===== src/rtl/sub_array_reorder_sequencer_pkg.sv =====
// Shared types and helpers for the array-conversion reorder blocks.
package array_ops_pkg;

  typedef enum logic [1:0] {
    LOAD    = 2'd0,
    DRAIN_A = 2'd1,
    DRAIN_B = 2'd2
  } seq_state_e;

  // Counter width for a 0..n-1 index; never narrower than one bit.
  function automatic int unsigned cnt_width(input int unsigned n);
    return (n <= 1) ? 1 : $clog2(n);
  endfunction

endpackage


===== src/rtl/sub_array_reorder_sequencer_if.sv =====
// Serial element streams into and out of the reorder sequencer.
interface sub_array_reorder_sequencer_if #(
  parameter int unsigned BIT_WIDTH = 4
);
  logic [BIT_WIDTH-1:0] in_data;
  logic                 in_valid;
  logic                 in_ready;
  logic [BIT_WIDTH-1:0] out_data;
  logic                 out_valid;
  logic                 out_ready;
  logic                 out_last;

  modport master (
    output in_data, in_valid, out_ready,
    input  in_ready, out_data, out_valid, out_last
  );

  modport slave (
    input  in_data, in_valid, out_ready,
    output in_ready, out_data, out_valid, out_last
  );
endinterface


===== src/rtl/sub_array_reorder_sequencer_index_counter.sv =====
// 2-D nested index counter over rows row_lo..row_hi and columns 0..COLS-1.
module sub_block_index_counter
  import array_ops_pkg::*;
#(
  parameter int unsigned ROWS      = 8,
  parameter int unsigned COLS      = 8,
  parameter bit          ROW_INNER = 1'b0
) (
  input  logic                          clk,
  input  logic                          rst_n,
  input  logic                          ld_i,
  input  logic [cnt_width(ROWS)-1:0]    ld_row_i,
  input  logic                          en_i,
  input  logic [cnt_width(ROWS)-1:0]    row_lo_i,
  input  logic [cnt_width(ROWS)-1:0]    row_hi_i,
  output logic [cnt_width(ROWS)-1:0]    r_o,
  output logic [cnt_width(COLS)-1:0]    c_o,
  output logic                          wrap_c
);

  localparam int unsigned RW = cnt_width(ROWS);
  localparam int unsigned CW = cnt_width(COLS);

  logic [RW-1:0] r_q, r_d;
  logic [CW-1:0] c_q, c_d;
  logic          row_end;
  logic          col_end;

  assign row_end = (r_q == row_hi_i);
  assign col_end = (c_q == CW'(COLS - 1));
  assign wrap_c  = en_i & row_end & col_end;
  assign r_o     = r_q;
  assign c_o     = c_q;

  // Next index: explicit load wins, otherwise step with the chosen inner loop.
  always_comb begin
    r_d = r_q;
    c_d = c_q;
    if (ld_i) begin
      r_d = ld_row_i;
      c_d = '0;
    end else if (en_i) begin
      if (ROW_INNER) begin
        if (row_end) begin
          r_d = row_lo_i;
          c_d = col_end ? '0 : c_q + CW'(1);
        end else begin
          r_d = r_q + RW'(1);
        end
      end else begin
        if (col_end) begin
          c_d = '0;
          r_d = row_end ? row_lo_i : r_q + RW'(1);
        end else begin
          c_d = c_q + CW'(1);
        end
      end
    end
  end

  // Index registers.
  always_ff @(posedge clk or negedge rst_n) begin
    if (!rst_n) begin
      r_q <= '0;
      c_q <= '0;
    end else begin
      r_q <= r_d;
      c_q <= c_d;
    end
  end

endmodule


===== src/rtl/sub_array_reorder_sequencer.sv =====
// Buffers a row-major ROWS x COLS frame and replays it in sub-row
// column-major slot order: rows below SUB_ROWS first, then the rest.
module sub_array_reorder_sequencer
  import array_ops_pkg::*;
#(
  parameter int unsigned BIT_WIDTH = 4,
  parameter int unsigned ROWS      = 8,
  parameter int unsigned COLS      = 8,
  parameter int unsigned SUB_ROWS  = 4
) (
  input  logic                          clk,
  input  logic                          rst_n,
  sub_array_reorder_sequencer_if.slave  bus,
  output logic                          busy
);

  localparam int unsigned RW = cnt_width(ROWS);
  localparam int unsigned CW = cnt_width(COLS);

  if (SUB_ROWS < 1 || SUB_ROWS > ROWS) begin : g_bad_sub_rows
    $error("SUB_ROWS must lie in 1..ROWS");
  end

  seq_state_e st_q, st_d;

  logic [BIT_WIDTH-1:0] frame_q [ROWS][COLS];

  logic [RW-1:0] ld_r;
  logic [CW-1:0] ld_c;
  logic [RW-1:0] dr_r;
  logic [CW-1:0] dr_c;
  logic [RW-1:0] dr_row_lo;
  logic [RW-1:0] dr_row_hi;
  logic [RW-1:0] dr_ld_row;
  logic          load_en;
  logic          load_wrap;
  logic          drain_en;
  logic          drain_wrap;
  logic          drain_at_end;

  logic                 in_ready_c;
  logic                 out_valid_c;
  logic                 out_last_c;
  logic [BIT_WIDTH-1:0] out_data_c;
  logic                 busy_c;

  assign load_en      = bus.in_valid & in_ready_c;
  assign drain_en     = out_valid_c & bus.out_ready;
  assign dr_row_lo    = (st_q == DRAIN_B) ? RW'(SUB_ROWS) : '0;
  assign dr_row_hi    = (st_q == DRAIN_B) ? RW'(ROWS - 1) : RW'(SUB_ROWS - 1);
  assign dr_ld_row    = (st_q == DRAIN_A && SUB_ROWS < ROWS) ? RW'(SUB_ROWS) : '0;
  assign drain_at_end = (dr_r == dr_row_hi) && (dr_c == CW'(COLS - 1));

  // Row-major write position for the incoming stream.
  sub_block_index_counter #(
    .ROWS(ROWS), .COLS(COLS), .ROW_INNER(1'b0)
  ) u_load_cnt (
    .clk(clk), .rst_n(rst_n),
    .ld_i(1'b0), .ld_row_i('0), .en_i(load_en),
    .row_lo_i('0), .row_hi_i(RW'(ROWS - 1)),
    .r_o(ld_r), .c_o(ld_c), .wrap_c(load_wrap)
  );

  // Column-major read position; reloaded at each sub-block boundary.
  sub_block_index_counter #(
    .ROWS(ROWS), .COLS(COLS), .ROW_INNER(1'b1)
  ) u_drain_cnt (
    .clk(clk), .rst_n(rst_n),
    .ld_i(drain_wrap), .ld_row_i(dr_ld_row), .en_i(drain_en),
    .row_lo_i(dr_row_lo), .row_hi_i(dr_row_hi),
    .r_o(dr_r), .c_o(dr_c), .wrap_c(drain_wrap)
  );

  // Next state and stream outputs, all derived from state, counters and buffer.
  always_comb begin
    st_d        = st_q;
    in_ready_c  = 1'b0;
    out_valid_c = 1'b0;
    out_last_c  = 1'b0;
    out_data_c  = '0;
    busy_c      = 1'b1;
    case (st_q)
      LOAD: begin
        in_ready_c = 1'b1;
        busy_c     = (ld_r != '0) || (ld_c != '0);
        if (load_wrap) st_d = DRAIN_A;
      end
      DRAIN_A: begin
        out_valid_c = 1'b1;
        out_data_c  = frame_q[dr_r][dr_c];
        out_last_c  = (SUB_ROWS == ROWS) && drain_at_end;
        if (drain_wrap) st_d = (SUB_ROWS < ROWS) ? DRAIN_B : LOAD;
      end
      DRAIN_B: begin
        out_valid_c = 1'b1;
        out_data_c  = frame_q[dr_r][dr_c];
        out_last_c  = drain_at_end;
        if (drain_wrap) st_d = LOAD;
      end
      default: st_d = LOAD;
    endcase
  end

  // State register.
  always_ff @(posedge clk or negedge rst_n) begin
    if (!rst_n) st_q <= LOAD;
    else        st_q <= st_d;
  end

  // Frame storage; contents are don't-care until written.
  always_ff @(posedge clk) begin
    if (load_en) frame_q[ld_r][ld_c] <= bus.in_data;
  end

  assign bus.in_ready  = in_ready_c;
  assign bus.out_valid = out_valid_c;
  assign bus.out_last  = out_last_c;
  assign bus.out_data  = out_data_c;
  assign busy          = busy_c;

endmodule


===== src/flat_wrapper.sv =====
// flat-port wrapper written by rule: the top's interface ports become plain ports
module sub_array_reorder_sequencer_flat import array_ops_pkg::*;
#(
  parameter int unsigned BIT_WIDTH = 4,
  parameter int unsigned ROWS      = 8,
  parameter int unsigned COLS      = 8,
  parameter int unsigned SUB_ROWS  = 4
)
  (clk, rst_n, busy, bus_in_data, bus_in_valid, bus_out_ready, bus_in_ready, bus_out_data, bus_out_valid, bus_out_last);
  sub_array_reorder_sequencer_if #(.BIT_WIDTH(BIT_WIDTH)) bus_i ();
  input  logic clk;
  input  logic rst_n;
  output logic busy;
  input wire logic [$bits(bus_i.in_data)-1:0] bus_in_data;
  input wire logic [$bits(bus_i.in_valid)-1:0] bus_in_valid;
  input wire logic [$bits(bus_i.out_ready)-1:0] bus_out_ready;
  output wire logic [$bits(bus_i.in_ready)-1:0] bus_in_ready;
  output wire logic [$bits(bus_i.out_data)-1:0] bus_out_data;
  output wire logic [$bits(bus_i.out_valid)-1:0] bus_out_valid;
  output wire logic [$bits(bus_i.out_last)-1:0] bus_out_last;
  assign bus_i.in_data = bus_in_data;
  assign bus_i.in_valid = bus_in_valid;
  assign bus_i.out_ready = bus_out_ready;
  assign bus_in_ready = bus_i.in_ready;
  assign bus_out_data = bus_i.out_data;
  assign bus_out_valid = bus_i.out_valid;
  assign bus_out_last = bus_i.out_last;
  sub_array_reorder_sequencer #(.BIT_WIDTH(BIT_WIDTH), .ROWS(ROWS), .COLS(COLS), .SUB_ROWS(SUB_ROWS)) u_core (.clk(clk), .rst_n(rst_n), .bus(bus_i), .busy(busy));
endmodule

===== config.mk =====
export PLATFORM = sky130hd
export DESIGN_NAME = sub_array_reorder_sequencer_flat
export DESIGN_NICKNAME = d
export VERILOG_FILES = /design/src/rtl/sub_array_reorder_sequencer_pkg.sv /design/src/rtl/sub_array_reorder_sequencer_if.sv /design/src/rtl/sub_array_reorder_sequencer_index_counter.sv /design/src/rtl/sub_array_reorder_sequencer.sv /design/src/flat_wrapper.sv
export SDC_FILE = /design/constraint.sdc
export NUM_CORES = 1
export LEC_CHECK = 0
export ABC_AREA = 1
export BUFFER_PORTS_ARGS = -buffer_cell sky130_fd_sc_hd__buf_2
export CORE_MARGIN = 2
export CORE_UTILIZATION = 48
export DETAILED_ROUTE_END_ITERATION = 7
export PLACE_DENSITY = 0.74
export SYNTH_ARGS = -nofsm -noshare
export SYNTH_HDL_FRONTEND = slang
export SYNTH_HIERARCHICAL = 1
export SYNTH_SLANG_ARGS = --single-unit

===== constraint.sdc =====
create_clock -name clk -period 3.05 [get_ports clk]
set_input_delay 0.1525 -clock clk [delete_from_list [all_inputs] [get_ports clk]]
set_output_delay 0.1525 -clock clk [all_outputs]
set_load 0.005 [all_outputs]

==> impl_metrics.ini <==
[synthesis]
ys.flop_type = edfxtp_1
yosys.area_share.adder_pct = 1.17
yosysSeqAreaShare_pct = 68.5
synthCells = 1094
synth_seq_cells = 270
synth_top_family_by_area = simple AND/OR/NAND/NOR gates
synth_area_um2 = 11700
synth_compound_area_share_pct = 0.704
synth_edf_count = 256
yosys.area_share.simple_pct = 25.3
synth_warnings = 6
synth.avg_cell_area_um2 = 10.7
synth_mux_area_share_pct = 0
synth_cell_types = 28
synth-async-reset-ratio_pct = 5.19
yosys.area_share.xor_xnor_pct = 0.501

[clock_network]
clk_pin_slew_ps = 60
cts.repair.resized = 0
cts_tree = built
root_buffer = clkbuf_16
htreeDepth = 1
postCtsSetupBuffers = 0
cts_sinks = 270
cts_inserted_buffers = 28
clockBufferDepth = 3
clock_latency_ps = 540
ctsHoldBuffers = 1

[grt]
grt.overflow.total = 0
grt_max_degree = 135
grt_pass1_vias = 7923
grtUsageTotal_pct = 21.0
antenna_found_initial = 0
grt_pass1_wl_mm = 42.5

[worst_setup_path]
reg2reg_depth = 10
r2r-end = u_core/u_drain_cnt/r_o[2]$_DFFE_PN0P_
arrival_ps = 2700
crit_start = u_core/u_drain_cnt/r_o[0]$_DFFE_PN0P_
crit_path_start_kind = flop
reg2reg_from = u_core/u_drain_cnt/r_o[0]$_DFFE_PN0P_
critPathKind = flop to primary output
endpoint = bus_out_data[3]
critPathCaptureType = primary output
regToRegSetupSlack_ps = 640
worstPathRequired_ps = 2900
cp_max_fo = 128

[power]
power_density_nw_per_um2 = 863
cellLeakagePower_uw = 0.00492
p_total_uw = 11300
ir_worst_vdd_v = 0.000881

[layout]
num-nets-final = 1141
syn2layout_area_growth_pct = 11.6
final_cell_mix = 370 x nand2_1, 256 x edfxtp_1, 236 x nand3_1, 77 x nor2_1, 36 x inv_1
final_common_cell = nand2_1
drive_above_1_share_pct = 7.19
final_util_pct = 54.1
antenna_cells = 0

[sta]
setup_tns_ps = 0
finalHoldViolations = 0
setup_ws_ps = 197
skew_ps = 12.6
tightest_slew_ps = 802
max_freq_mhz = 351
setup-violations-final = 0
min_period_over_period_pct = 93.5
rsz0062_at_grt = no
drv_slew = 0
finalWorstPathRequiredPeriod_ps = 2850
slew_headroom_pct = 46.4

[run]
max_cap_violations = 0

[die]
core-area_um2 = 24200
fp.dieArea_um2 = 25700
ios = 16
start_util_pct = 48.5
std_cell_rows = 57
die_h_um = 160
die_width_um = 160

[route]
wl_per_cell_um = 18.5
drc = 0
num_vias = 8126
antenna_left = 0
drt-initial-drc-count = 1045
vias_per_cell = 5.55
firstDrtPassIters = 5
wl_mm = 27.1

[placement]
pre_cts_ws_ps = 739
routabilityCongestion = 0.904
dp_hpwl_mm = 16.0
io_buffers = 15

[hold_path]
hold_class = input port to asynchronous set/reset pin

[run_status]
run_status = finished clean
[worst min-delay path by stage]
stage | start | to | cells after the start
after floorplan | rst_n | u_core/st_q[0]$_DFFE_PN0P_ | 0
after global placement | rst_n | u_core/st_q[1]$_DFFE_PN0P_ | 1
after detailed placement | rst_n | u_core/st_q[1]$_DFFE_PN0P_ | 1
after CTS | rst_n | u_core/u_load_cnt/r_o[0]$_DFFE_PN0P_ | 2
after global routing | rst_n | u_core/u_load_cnt/r_o[1]$_DFFE_PN0P_ | 2
final | rst_n | u_core/u_load_cnt/r_o[0]$_DFFE_PN0P_ | 2
[area by class of cell]
class / instances / area [um2]
repair buffers: 31 / 248
well taps: 324 / 405
clock inverters: 5 / 80.1
clock buffers: 44 / 832
flip-flops and latches: 270 / 8040
inverters: 42 / 159
fillers: 2020 / 11100
multi-input cells: 749 / 3320
[state kept, by name, summed over array words and instances, names as in the netlist]
| signal | cells |
|---|---|
| u_core/u_load_cnt/r_o | 3 |
| u_core/frame_q | 256 |
| u_core/u_load_cnt/c_o | 3 |
| u_core/u_drain_cnt/c_o | 3 |
| u_core/u_drain_cnt/r_o | 3 |
| u_core/st_q | 2 |
[metrics by stage]
stage / cells / hold WS, ps / cell area, um2
6_report: 1465 / 36.8 / 13100
5_1_grt: 1465 / 66.9 / 13100
4_1_cts: 1465 / 40.7 / 13100
3_5_place_dp: 1415 / 68.0 / 12200
3_3_place_gp: 1415 / 68.2 / 12200
2_1_floorplan: 1113 / -143 / 11800
[worst max-delay path, cell delays in order (launching register included)]
cell and delay, ps:
dfrtp_4 490, clkinv_2 70, buf_12 420, nand2_1 100, nand3_1 100, nand3_1 80, nand2_1 90, nand2_1 50
nand3_1 130, nand3_1 120, a21oi_1 290, buf_2 180
[cell families (layout without fill, tap and decap cells)]
group / Yosys count / count (layout)
simple gates: 698 / 698
flops: 270 / 270
buf+inv: 94 / 122
compound gates: 14 / 14
fa+ha+maj: 11 / 11
xor+xnor: 5 / 5
other cells: 2 / 21
[report_power, final]
group          internal, uW  switching [uW]  leakage [uW]
logic                  1110            2540       0.00200
registers              4140             139       0.00248
clock network          2030            1340      0.000440
[layer usage]
metal | vias up | GRT usage, % | wire [um]
met1 | 3863 | 29.2 | 10900
met4 | 0 | 7.62 | 893
met2 | 394 | 33.5 | 12600
met5 | - | 0 | 0
li1 | 3797 | - | -
met3 | 72 | 4.00 | 2630
[synth_stat cells (6+ instances only)]
cell type  instances  area (um2)
nand2_1          370        1390
edfxtp_1         256        7690
nand3_1          236        1180
nor2_1            77         289
inv_1             37         139
buf_4             20         150
clkbuf_1          14        52.6
dfrtp_1           14         350
buf_2             12        60.1
ha_1              11         138
nand4_1            9        56.3
a21oi_1            6        30.0
buf_1              6        22.5
Note: power is estimated with default switching activity, not from simulation.
